===== src/rtl/fetch_unit.sv =====
// -----------------------------------------------------------------------------
// fetch_unit
//   Instruction fetch front end.  Keeps an internal fetch PC (fpc), issues at
//   most one instruction-memory read at a time, and buffers returned words
//   together with their address in a small in-order queue.  The head entry is
//   presented to the datapath/control (Instr, PCPlus8) until accepted.
//   A redirect (taken branch / PC write) flushes the queue, reloads fpc and,
//   if a read is still in flight, lets it finish and throws its data away.
//
//   Build option (macro):
//     FETCH_PREFETCH_EN defined   -> 2-entry queue, 1 instr/cycle sustained
//     FETCH_PREFETCH_EN undefined -> 1-entry queue, 1 instr every 2 cycles
//
//   Ports
//     CLK, RESETn            clock (rising edge), async active-low reset
//     IMemReq / IMemAddr     read request and word-aligned byte address
//     IMemAck / IMemRData    read data valid for the current request / data
//     Instr / InstrValid     head-of-queue instruction and its valid
//     InstrReady             consumer accepts Instr this cycle
//     PCPlus8                head instruction address + 8 (fpc + 8 if empty)
//     Redirect / RedirectPC  flush + new fetch address
// -----------------------------------------------------------------------------
module fetch_unit #(
  parameter logic [31:0] RESET_PC = 32'h0000_0000
) (
  input  logic        CLK,
  input  logic        RESETn,
  output logic        IMemReq,
  output logic [31:0] IMemAddr,
  input  logic        IMemAck,
  input  logic [31:0] IMemRData,
  output logic [31:0] Instr,
  output logic        InstrValid,
  input  logic        InstrReady,
  output logic [31:0] PCPlus8,
  input  logic        Redirect,
  input  logic [31:0] RedirectPC
);

`ifdef FETCH_PREFETCH_EN
  localparam int DEPTH = 2;
`else
  localparam int DEPTH = 1;
`endif
  localparam int CW = $clog2(DEPTH + 1);

  typedef struct packed {
    logic [31:0] instr;
    logic [31:0] addr;
  } entry_t;

  entry_t        q     [DEPTH];
  entry_t        q_nxt [DEPTH];
  logic [CW-1:0] cnt, cnt_nxt;
  logic [31:0]   fpc;
  logic [31:0]   req_addr;   // address held while a request waits for its ack
  logic          pend;       // request issued in an earlier cycle, not yet acked
  logic          discard;    // in-flight request was overtaken by a redirect
  logic          ack, push, pop;
  logic          unused_redir;

  // Low two bits of the redirect target are dropped (word-aligned fetch).
  assign unused_redir = ^RedirectPC[1:0];

  // A waiting request keeps the bus; otherwise issue whenever there is room.
  // Only the registered count is used, so a same-cycle pop does not count.
  // RESETn gates the request so nothing is driven while in reset.
  assign IMemReq  = RESETn & (pend | (cnt < CW'(DEPTH)));
  // req_addr equals fpc unless a redirect moved fpc under a waiting request.
  assign IMemAddr = pend ? req_addr : fpc;

  assign ack  = IMemReq & IMemAck;
  assign push = ack & ~discard & ~Redirect;

  assign InstrValid = (cnt != '0);
  assign pop        = InstrValid & InstrReady & ~Redirect;
  assign Instr      = InstrValid ? q[0].instr : 32'h0;
  assign PCPlus8    = (InstrValid ? q[0].addr : fpc) + 32'd8;

  // Queue next state: head is always q[0]; pop shifts down, push lands
  // behind the last valid entry after any pop.
  always_comb begin
    q_nxt   = q;
    cnt_nxt = cnt;
    if (Redirect) begin
      cnt_nxt = '0;
    end else begin
      if (pop) begin
        for (int i = 0; i < DEPTH - 1; i++) q_nxt[i] = q[i+1];
        cnt_nxt = cnt_nxt - CW'(1);
      end
      if (push) begin
        for (int i = 0; i < DEPTH; i++) begin
          if (CW'(i) == cnt_nxt) begin
            q_nxt[i].instr = IMemRData;
            q_nxt[i].addr  = IMemAddr;
          end
        end
        cnt_nxt = cnt_nxt + CW'(1);
      end
    end
  end

  always_ff @(posedge CLK or negedge RESETn) begin
    if (!RESETn) begin
      cnt      <= '0;
      fpc      <= RESET_PC;
      req_addr <= RESET_PC;
      pend     <= 1'b0;
      discard  <= 1'b0;
      for (int i = 0; i < DEPTH; i++) q[i] <= '0;
    end else begin
      cnt  <= cnt_nxt;
      q    <= q_nxt;
      pend <= IMemReq & ~IMemAck;
      if (IMemReq && !IMemAck && !pend) req_addr <= fpc;

      // A redirect against a request that is not acked this cycle marks it
      // stale; an ack in the redirect cycle is simply not pushed.
      if (Redirect)  discard <= IMemReq & ~IMemAck;
      else if (ack)  discard <= 1'b0;

      if (Redirect)  fpc <= {RedirectPC[31:2], 2'b00};
      else if (push) fpc <= fpc + 32'd4;   // wraps modulo 2^32
    end
  end

endmodule


===== config.mk =====
export PLATFORM = sky130hd
export DESIGN_NAME = fetch_unit
export DESIGN_NICKNAME = d
export VERILOG_FILES = /design/src/rtl/fetch_unit.sv
export SDC_FILE = /design/constraint.sdc
export NUM_CORES = 1
export LEC_CHECK = 0
export ABC_AREA = 1
export BUFFER_PORTS_ARGS = -buffer_cell sky130_fd_sc_hd__buf_4
export CAP_MARGIN = 15
export CORE_UTILIZATION = 55
export CTS_BUF_LIST = sky130_fd_sc_hd__clkbuf_2
export DETAILED_ROUTE_END_ITERATION = 10
export GPL_TIMING_DRIVEN = 1
export PLACE_DENSITY = 0.8
export SLEW_MARGIN = 20
export SYNTH_ARGS = -nofsm -noshare
export SYNTH_HDL_FRONTEND = slang
export SYNTH_SLANG_ARGS = --single-unit
export TNS_END_PERCENT = 100

===== constraint.sdc =====
create_clock -name CLK -period 3.1 [get_ports CLK]
set_input_delay 0.31 -clock CLK [delete_from_list [all_inputs] [get_ports CLK]]
set_output_delay 0.31 -clock CLK [all_outputs]
set_load 0.05 [all_outputs]

---- After elaboration in Yosys (flattened, before gate mapping) ----
Index checks and enable logic that the tools add are counted.
W data, S select, Z words.
word-level totals
  flip-flop bits (word level) ............. 131
  output and inout bits ................... 98
cells by class
  add/subtract/negate cells ............... 4
  reductions and logical operators ........ 7
  bitwise gates (word level) .............. 12
  magnitude comparators ................... 1
  mux-type cells .......................... 11
operator list
  kind                     count
  $mux W32                 5
  $add A32 B3 Y32 const B  1
  $add A32 B4 Y32 const B  1
  $and A1 B1 Y1            7
  $mux W1                  6
  $not A1 Y1               4
  $reduce_bool A2 Y1       2
  $reduce_and A3 Y1        1
  $logic_and A1 B1 Y1      2
  $logic_not A1 Y1         2
  $add A1 B1 Y1 const B    1
  $lt A1 B1 Y1 const B     1
  $or A1 B1 Y1             1
  $sub A1 B1 Y1 const B    1

---- Longest topological paths before layout ----
Gate-level depths: netlist (run 1).
  depth after elaboration ................. 8
  mapped depth ............................ 11
  depth with buffers taken out ............ 10

---- Worst setup path after synthesis (run 1) ----
No wires, ideal clock.
  path type ............................... flip-flop to output port
  start ................................... register cnt, in the netlist InstrValid
  end ..................................... output PCPlus8[19]
  stages on the path, launching flop included .. 9
  required time ........................... 2,790 ps
  arrival ................................. 2,636 ps
  slack ................................... 154 ps
  cells stage by stage .................... dfrtp_1 > buf_4 > nand2_1 > o21ai_2 > ha_1 > nand3_1 > nor2_1 > nand2_1 > xor2_1
on the way
  word-level cells in the longest chain between the ends .. 2
RTL lines
  what                    line  RTL
  from (decl)             54    logic [CW-1:0] cnt, cnt_nxt;
  from (signal assigned)  113   cnt <= cnt_nxt;
  $mux W32                78    assign PCPlus8 = (InstrValid ? q[0].addr : fpc) + 32'd8;
  $add A32 B4 Y32         78
  to (decl)               35    output logic [31:0] PCPlus8,
No other way between the ends.

---- Worst setup path after layout (run 1) ----
Ends and elaborated chain as after synthesis.

==> reports/qor.csv, run 1 <==
stage,metric,value,unit
global_routing,grt_pass1_wl,41220,um
timing,period_share,94.86,%
layout,fill_cells,1066,
global_routing,grt_pass1_vias,8367,
timing,finalHoldViolCount,0,
power_and_ir_drop,sequentialPowerShare,41.0,%
power_and_ir_drop,p_sw,2.424,mW
yosys,avgSynthCellArea,6.259,um2
global_routing,use_met1,46.05,%
critical_path,r2r_end,q[46],
clock_tree,clockRootBuffer,clkbuf_2,
yosys,yosysWarnings,0,
routing,post_drt_wl_per_cell,15.69,um
timing,slew_headroom,43.79,%
yosys,synth-edff-count,0,
global_routing,antenna_found_initial,0,
critical_path,cp_max_fo,6,
critical_path,crit_path_max_incr_delay,0.53,ns
routing,antenna_left,0,
die,io_pins,167,
yosys,synth-main-ff-cell,dfrtp_1,
critical_path,cp.depth,8,
power_and_ir_drop,clkPwrFrac,20.3,%
layout,fin_cells,1674,
power_and_ir_drop,ir_drop,0.3306,mV
place,portBuffers,160,
timing,skew,0.04388,ns
die,rows,43,
yosys,yosysMostFrequentCell,nand2_1,
routing,avgViaCountPerCell,5.321,
place,placed_cells,1548,
global_routing,grt_util_met2,61.57,%
power_and_ir_drop,p_leak,5.544,nW
layout,antennaDiodeCount,0,
layout,area_delta_synth_final,35.92,%
yosys,ys_async_sr_fraction,100.0,%
routing,drt_iter0_markers,759,
yosys,syn-cell-area,7774,um2
critical_path,start_kind,flop,
timing,tns,0,ns
clock_tree,cts_max_level,4,
power_and_ir_drop,swShare,44.14,%
die,initial_core_util,56.22,%
timing,fmax,340.1,MHz
clock_tree,clk_latency,0.73,ns
outcome,status,finished clean,
critical_path,cpMostUsedCell,buf_4,
timing,rsz0062_at_grt,yes,
yosys,netlist_instances,1242,
global_routing,grt_usage,36.58,%
critical_path,path_class,flop to output port,
critical_path,crit_arrival,2.63,ns
routing,vias,8908,
critical_path,worstPathRequired,2.79,ns
yosys,synth_top_cells_by_count,"nand2_1, nor2_1, dfrtp_1, inv_1, o21ai_0",
place,place_congestion,0.9427,
yosys,synth.distinct_cells,29,
routing,firstDrtPassIters,8,
clock_tree,clk_pin_slew_worst_paths,0.21,ns
timing,setup_viol,0,
yosys,synth_seq_cells,125,
yosys,ys_seq_area_share,40.24,%
die,core_region_area,13830,um2
layout,drive_gt1_share,18.67,%
routing,totalWireLength,26260,um
power_and_ir_drop,total_power,5.492,mW
clock_tree,cts_buffers,17,
clock_tree,cts_tree,yes,
global_routing,gr-total-overflow,0,
timing,finalCriticalPeriod,2.941,ns
critical_path,regToRegSetupSlack,0.24,ns
run,max_cap_viol_count,0,
global_routing,grt_busiest_layer,met2,
timing,whs,0.1942,ns
yosys,yosys.area.top_type,dfrtp_1,
global_routing,met3_usage,7.707,%
clock_tree,cts_buffer_depth,2,
critical_path,cpMaxStageDelayCell,dfrtp_2,
routing,drt_drc_violations_left,0,
power_and_ir_drop,p_per_area,519.7,nW/um2
power_and_ir_drop,power.internal,3.068,mW
critical_path,critPathTopFamily,flip-flops,
power_and_ir_drop,power.share.combinational,38.7,%
layout,seqCellArea,3129,um2
layout,final_nets,1553,
layout,final_util,76.42,%
critical_path,worstSetupEndpointType,output port,
global_routing,grt_max_degree,126,
critical_path,crit_chain,buf_4 -> o21ai_4 -> ha_2 -> nand3_4 -> nor2_4 -> nand2_1 -> xor2_1 -> buf_4,
die,die-area,14610,um2
layout,multi_input_area,4214,um2
die,die_w,120.9,um
timing,final_max_slew_viol_count,0,
yosys,synth_top_area_share,40.24,%
critical_path,reg2regPathDepth,11,
worst_hold_path,worstHoldPathType,input pin to async pin,
yosys,synthTopCellsByArea,"dfrtp_1, nand2_1, nor2_1, o21ai_0, inv_1",
clock_tree,clock_sinks,125,
critical_path,rr_startpoint,InstrValid,
die,die_y,120.9,um
timing,tightest_slew,0.8422,ns
critical_path,path_buf_inv,2,
place,hpwl,17610,um
## placed cells by master (no fill, tap or decap), types with 17 or more instances in the layout
cell type	n
buf_4	178
clkbuf_2	19
dfrtp_1	124
dlygate4sd3_1	81
inv_1	109
nand2_1	587
nand2_2	22
nand3_1	59
nor2_1	115
o21ai_0	87
xor2_1	17
## worst min-delay path: stages
cell and delay, ns:
dlygate4sd3_1 0.53, buf_4 0.14, buf_12 0.44
## layout make-up
cell class              count  share of cell area (%)
inverters                 112                   4.026
clock inverters            13                   1.468
repair buffers            269                   21.98
clock buffers              19                  0.8999
multi-input cells         956                   39.88
well taps                 180                   2.131
flip-flops and latches    125                   29.62
## logic make-up (layout without fill, tap and decap cells)
| family | Yosys count | after routing | share of synthesized area (%) |
|---|---|---|---|
| adder cells (fa/ha/maj) | 3 | 3 | 0.4829 |
| flip-flops | 125 | 125 | 40.24 |
| AND/OR/NAND/NOR | 827 | 827 | 41.61 |
| buffers and inverters | 164 | 413 | 8.434 |
| other | 1 | 4 | 0.04824 |
| AO/OA/AOI/OAI | 103 | 103 | 7.050 |
| XOR/XNOR | 19 | 19 | 2.141 |
## flip-flops by register name (all words and copies together), names as in the netlist
name        flops
discard         1
q              62
fpc            30
req_addr       30
pend            1
InstrValid      1
## through the flow
step	worst slack (ns)	instance area, um2
after CTS	0.007142	10230
after detailed placement	0.5521	9128
after global placement	0.6135	9128
final	0.1593	10570
after floorplan	0.1543	7785
after global routing	-0.04581	10570
## power groups by stage
stage          clock network (mW)  logic (mW)  registers [mW]
4_1_cts                      1.12        2.00            2.23
3_5_place_dp                    0        1.91            2.26
5_1_grt                      1.19        2.30            2.29
3_3_place_gp                    0        1.87            2.26
2_1_floorplan                   0        1.35            2.19
6_report                     1.11        2.12            2.25
## worst max path at each step
stage / start / to / slack [ns]
2_1_floorplan: InstrValid / PCPlus8[19] / 0.15
3_3_place_gp: InstrValid / q[60] / 0.61
3_5_place_dp: InstrValid / q[63] / 0.55
4_1_cts: InstrValid / PCPlus8[15] / 0.007
5_1_grt: InstrValid / PCPlus8[19] / -0.05
6_report: InstrValid / PCPlus8[19] / 0.16
## repair_timing
item / CTS / global route
hold buffers: 81 / 0
buffers inserted: 2 / 9
hold endpoints to repair: 190 / 0
cloned: 0 / 2
endpoints found under the setup margin: 18 / 24
pin swaps: 0 / 13
gates resized for setup: 9 / 64
## metal layers
layer / up-vias / part of all wire (%)
li1: 4279 / -
met1: 4130 / 41
met2: 420 / 48
met3: 79 / 7.7
met4: 0 / 3.7
met5: - / 0
No activity file was read; power rests on OpenSTA's default activity.
==> run 2: changes to the inputs <==
--- a/config.mk
+++ b/config.mk
@@ -8,6 +8,7 @@
 export ABC_AREA = 1
 export BUFFER_PORTS_ARGS = -buffer_cell sky130_fd_sc_hd__buf_4
 export CAP_MARGIN = 15
+export CORE_ASPECT_RATIO = 0.8
 export CORE_UTILIZATION = 55
 export CTS_BUF_LIST = sky130_fd_sc_hd__clkbuf_2
 export DETAILED_ROUTE_END_ITERATION = 10
==> run 2 against run 1 <==
Net effect:
- clock power increased by 4%
- power grew 0.91%
- largest power group unchanged
- critical path depth is 1 higher
- sequential power about the same
- maximum frequency down 5.1%
==> reports/qor.csv, run 2 (synthesis results as in run 1) <==
stage,metric,value,unit
outcome,status,finished clean,
timing,tightest_slew,0.9003,ns
layout,area_delta_synth_final,35.81,%
worst_hold_path,min_from,IMemRData[6],
layout,stdcell_area,10560,um2
die,die_y,108.3,um
timing,setup_viol,0,
critical_path,cpMaxStageDelayCell,dfrtp_2,
worst_hold_path,worstHoldPathCells,4,
global_routing,grt_usage,38.47,%
timing,fmax,322.7,MHz
place,hpwl,18430,um
power_and_ir_drop,swShare,43.59,%
routing,vias,9032,
clock_tree,cts_buffer_depth,2,
layout,largest_reg_flops,62,
timing,period_share,99.97,%
timing,finalHoldViolCount,0,
clock_tree,clk_pin_slew_worst_paths,0.21,ns
timing,slew_headroom,39.98,%
routing,antenna_left,0,
clock_tree,cts_buffers,17,
critical_path,path_buf_inv,4,
timing,whs,0.2812,ns
routing,wl_met2,12380,um
layout,largest-register,q,
clock_tree,clk_latency,0.75,ns
die,die_w,134.9,um
power_and_ir_drop,sequentialPowerShare,40.6,%
clock_tree,cts_max_level,4,
power_and_ir_drop,p_leak,5.559,nW
routing,drt_drc_violations_left,0,
critical_path,worstSetupEndpointType,output port,
power_and_ir_drop,clkPwrFrac,20.8,%
critical_path,cp.depth,9,
routing,wl_met3,2792,um
global_routing,antenna_found_initial,1,
critical_path,r2r_end,q[48],
worst_hold_path,min_to,q[38],
power_and_ir_drop,power.share.combinational,38.7,%
die,initial_core_util,56.77,%
timing,skew,0.02707,ns
critical_path,regToRegSetupSlack,0.48,ns
critical_path,cp_max_fo,7,
critical_path,path_class,flop to output port,
routing,avgViaCountPerCell,5.389,
die,rows,38,
worst_hold_path,worstHoldPathType,input pin to flop,
routing,totalWireLength,27480,um
routing,top_layer,met4,
layout,drive_gt1_share,17.46,%
timing,tns,0,ns
routing,drt_iter0_markers,1062,
die,die-area,14620,um2
clock_tree,cts_tree,yes,
critical_path,cpMostUsedCell,buf_4,
place,placed_cells,1546,
layout,top_regs,"q (62), fpc (30), req_addr (30)",
critical_path,worstPathRequired,2.79,ns
clock_tree,clock_sinks,125,
critical_path,crit_chain,buf_12 -> buf_4 -> o21ai_4 -> ha_4 -> nand3_4 -> nor2_4 -> buf_4 -> xor2_1 -> buf_4,
place,place_area,9100,um2
critical_path,crit_arrival,2.79,ns
global_routing,grt_pass1_vias,8345,
layout,fin_cells,1676,
die,core_region_area,13690,um2
critical_path,start_kind,flop,
layout,final_nets,1554,
routing,firstDrtPassIters,6,
global_routing,grt_pass1_wl,42660,um
die,io_pins,167,
critical_path,reg2regPathDepth,11,
global_routing,gr-total-overflow,0,
place,portBuffers,160,
power_and_ir_drop,total_power,5.542,mW
power_and_ir_drop,power.internal,3.126,mW
timing,final_max_slew_viol_count,0,
clock_tree,clockRootBuffer,clkbuf_2,
critical_path,crit_path_max_incr_delay,0.46,ns
run,max_cap_viol_count,0,
routing,post_drt_wl_per_cell,16.39,um
routing,wl_met1,11540,um
critical_path,rr_startpoint,InstrValid,
power_and_ir_drop,p_sw,2.415,mW
global_routing,grt_max_degree,67,
power_and_ir_drop,ir_drop,0.5826,mV
layout,final_common_cell,nand2_1,
power_and_ir_drop,p_per_area,524.9,nW/um2
timing,finalCriticalPeriod,3.099,ns
place,place_congestion,0.9454,
layout,mostFrequentLayoutCells,"nand2_1, buf_4, nor2_1, dfrtp_1, inv_1",
critical_path,critPathTopFamily,buffers and inverters,
[run 2: cell count changes in the layout (fill, tap and decap cells not counted), sizes merged]
| cell | delta |
|---|---|
| bufinv | +1 |
| clkinv | +3 |
| clkbuf | +1 |
| dlygate4sd3 | +2 |
| buf | -2 |
| inv | -3 |
| diode | +1 |
| clkinvlp | -1 |
[run 2: final cells by class]
type,instances,area [um2]
antenna,1,2.502
inverter,112,425.4
fill,1068,3136
clock buffer,19,95.09
multi-input combinational,956,4164
clock inverter,13,166.4
tap,180,225.2
sequential,125,3129
timing repair buffer,270,2350
[run 2: power groups by stage]
stage	Clock (mW)	Combinational [mW]	Sequential, mW
final	1.15	2.14	2.25
after global routing	1.23	2.32	2.28
after CTS	1.15	2.04	2.24
after detailed placement	0	1.93	2.27
after global placement	0	1.89	2.25
after floorplan	0	1.35	2.19
[run 2: how the worst max path moves through the flow]
stage	startpoint	to	slack, ns
final	InstrValid	PCPlus8[9]	0.001
after global routing	InstrValid	PCPlus8[9]	-0.002
after CTS	InstrValid	PCPlus8[16]	0.005
after detailed placement	InstrValid	fpc[26]	0.48
after global placement	InstrValid	fpc[26]	0.49
after floorplan	InstrValid	PCPlus8[19]	0.15
[run 2: what timing repair did]
action                                  CTS  global route
resized for setup                        15            39
pin swaps                                 0             6
buffers inserted                          3             8
hold endpoints to repair                130             0
hold buffers                             83             0
endpoints found under the setup margin   22            23
gates cloned                              0             3
[run 2: worst reg2reg max path: stages (launching register included)]
cell     delay (ns)
dfrtp_2        0.46
buf_12         0.15
buf_12         0.17
a21oi_2        0.24
nand3_1        0.23
nor2_2         0.17
ha_1           0.17
nand2_1        0.09
inv_2          0.36
buf_12         0.28
nand2_1        0.18
nand2_1        0.08
[run 2: per-stage QoR]
step / util, % / setup slack [ns]
final: 77.10 / 0.0009999
after global routing: 77.10 / -0.002160
after CTS: 75.02 / 0.005066
after detailed placement: 66.46 / 0.4769
after global placement: 66.46 / 0.4936
after floorplan: - / 0.1543
[run 2: routing by layer]
layer / up-vias / GRT usage, %
met2: 526 / 59.94
met4: 0 / 15.49
met3: 66 / 8.204
met5: - / 0
met1: 4154 / 52.36
li1: 4286 / -
==> run 3: changes to the inputs <==
--- a/config.mk
+++ b/config.mk
@@ -10,10 +10,12 @@
 export CAP_MARGIN = 15
 export CORE_ASPECT_RATIO = 0.8
 export CORE_UTILIZATION = 55
-export CTS_BUF_LIST = sky130_fd_sc_hd__clkbuf_2
+export CTS_BUF_LIST = sky130_fd_sc_hd__clkbuf_4
+export CTS_CLUSTER_DIAMETER = 150
 export DETAILED_ROUTE_END_ITERATION = 10
 export GPL_TIMING_DRIVEN = 1
 export PLACE_DENSITY = 0.8
+export RECOVER_POWER = 25
 export SLEW_MARGIN = 20
 export SYNTH_ARGS = -nofsm -noshare
 export SYNTH_HDL_FRONTEND = slang
==> run 3 against run 2 <==
Net effect:
- the run now ends with max-capacitance violations, max-slew violations left
- first-iteration DRC count down 17%
- final cell count down 2.9%
- global-route usage down 1.0 points
- die area unchanged
- maximum frequency up 3.9%
- critical endpoint is now PCPlus8[11]
==> reports/qor.csv, run 3 (synthesis results as in run 1) <==
stage,metric,value,unit
die,die-area,14620,um2
clock_tree,clk_pin_slew_worst_paths,0.12,ns
outcome,status,finished with violations,
critical_path,cpMaxStageDelayCell,dfrtp_2,
layout,largest_reg_flops,62,
routing,totalWireLength,26080,um
layout,antennaDiodeCount,0,
timing,whs,0.02067,ns
critical_path,cp_max_fo,5,
timing,tightest_slew,1.711,ns
outcome,failed_checks,"max-capacitance violations, max-slew violations",
clock_tree,clockRootBuffer,clkbuf_4,
die,io_pins,167,
critical_path,worstSetupEndpointType,output port,
power_and_ir_drop,p_sw,2.362,mW
routing,vias,8652,
place,place_congestion,0.9454,
layout,final_nets,1507,
routing,drt_iter0_markers,881,
power_and_ir_drop,clkPwrFrac,22.9,%
layout,area_delta_synth_final,27.96,%
critical_path,critPathTopFamily,flip-flops,
clock_tree,cts_buffer_depth,2,
run,max_cap_viol_count,1,
global_routing,use_met1,52.66,%
layout,drive_gt1_share,15.33,%
critical_path,worstPathRequired,2.79,ns
power_and_ir_drop,p_leak,5.345,nW
die,core_region_area,13690,um2
global_routing,grt_max_degree,67,
layout,fill_cells,1157,
place,hpwl,18430,um
critical_path,crit_arrival,2.67,ns
timing,period_share,96.23,%
clock_tree,cts_max_level,4,
global_routing,grt_usage,37.47,%
layout,largest-register,q,
routing,post_drt_wl_per_cell,16.02,um
critical_path,path_buf_inv,2,
timing,skew,0.01274,ns
place,portBuffers,160,
die,initial_core_util,56.77,%
clock_tree,cts_tree,yes,
global_routing,grt_util_met2,57.73,%
timing,fmax,335.2,MHz
layout,final_common_cell,nand2_1,
critical_path,start_kind,flop,
critical_path,crit_path_max_incr_delay,0.49,ns
clock_tree,clk_latency,0.57,ns
power_and_ir_drop,swShare,42.65,%
layout,final_util,72.64,%
critical_path,crit_chain,buf_2 -> nand2_1 -> o21ai_4 -> ha_1 -> nand3_4 -> nor2_4 -> xor2_1 -> buf_4,
global_routing,gr-total-overflow,0,
timing,finalHoldViolCount,0,
timing,final_max_slew_viol_count,67,
timing,finalCriticalPeriod,2.983,ns
clock_tree,clock_sinks,125,
die,die_w,134.9,um
global_routing,grt_busiest_layer,met2,
power_and_ir_drop,ir_drop,0.5706,mV
timing,rsz0062_at_grt,yes,
power_and_ir_drop,sequentialPowerShare,40.6,%
layout,mostFrequentLayoutCells,"nand2_1, buf_4, nor2_1, dfrtp_1, inv_1",
power_and_ir_drop,power.internal,3.176,mW
timing,slew_headroom,-14.03,%
global_routing,met3_usage,7.782,%
clock_tree,cts_buffers,17,
die,die_y,108.3,um
power_and_ir_drop,p_per_area,556.8,nW/um2
routing,avgViaCountPerCell,5.314,
global_routing,grt_pass1_wl,41530,um
routing,firstDrtPassIters,8,
global_routing,antenna_found_initial,0,
worst_hold_path,worstHoldPathType,input pin to flop,
critical_path,path_class,flop to output port,
layout,top_regs,"q (62), fpc (30), req_addr (30)",
routing,antenna_left,0,
power_and_ir_drop,total_power,5.538,mW
routing,drt_drc_violations_left,0,
timing,setup_viol,0,
power_and_ir_drop,power.share.combinational,36.5,%
global_routing,grt_pass1_vias,8030,
die,rows,38,
-- run 3: cell types whose count changed in the layout (fill, tap and decap cells not counted), moves of 2 or more --
cell / before / now
clkbuf_16: 3 / 0
nand2_1: 591 / 609
buf_4: 179 / 169
buf_12: 5 / 2
dlygate4sd3_1: 83 / 47
nor2_2: 6 / 4
nor2_4: 7 / 2
clkbuf_2: 19 / 1
clkbuf_4: 0 / 20
nor2_1: 126 / 133
nand2_2: 19 / 2
-- run 3: final timing paths --
kind,start,to,slack [ns],cells past startpoint
min in group asynchronous,RESETn,req_addr[31],0.84,3
worst min-delay path,RedirectPC[3],fpc[3],0.02,3
worst min register to register,q[45],q[45],0.49,2
worst max register to register,InstrValid,q[22],0.45,10
max in group asynchronous,RESETn,q[45],0.65,4
worst max-delay path,InstrValid,PCPlus8[11],0.12,8
-- run 3: repair_timing --
item	CTS	global route
setup endpoints to repair	4	23
setup buffers	0	3
pin swaps	0	0
hold endpoints to repair	111	0
hold buffers	47	0
resized for setup	3	10
-- run 3: area by class of cell --
class / count / area, um2 / area share (%)
clock buffers: 19 / 142.6 / 1.434
clock inverters: 13 / 166.4 / 1.673
inverters: 112 / 420.4 / 4.226
multi-input cells: 956 / 4040 / 40.62
flip-flops and latches: 125 / 3129 / 31.46
well taps: 180 / 225.2 / 2.264
repair buffers: 223 / 1823 / 18.33
-- run 3: worst reg2reg max path, delay by kind of cell (launching register included) --
| family | cells | cell delay [ns] |
|---|---|---|
| fa+ha+maj | 1 | 0.17 |
| buf+inv | 3 | 0.85 |
| simple gates | 4 | 0.61 |
| flops | 1 | 0.50 |
| compound gates | 2 | 0.42 |
-- run 3: power groups by stage --
stage	clock network (mW)	logic [mW]	registers (mW)
floorplan	0	1.35	2.19
CTS	1.27	1.99	2.24
global route	1.35	2.20	2.29
global placement	0	1.89	2.25
finish	1.27	2.02	2.25
detailed placement	0	1.93	2.27
-- run 3: layer usage --
metal / vias to the layer above / share of wire (%)
met3: 45 / 9.6
met2: 443 / 45
met4: 0 / 2.2
met1: 3980 / 44
li1: 4184 / -
met5: - / 0
-- run 3: through the flow --
step | setup TNS [ns] | cell area (um2) | std cells | setup slack (ns)
final | 0 | 9947 | 1628 | 0.1169
after global routing | -0.03148 | 9947 | 1628 | -0.01564
after CTS | 0 | 9888 | 1625 | 0.007029
after detailed placement | 0 | 9100 | 1546 | 0.4769
after global placement | 0 | 9100 | 1546 | 0.4936
after floorplan | 0 | 7785 | 1245 | 0.1543
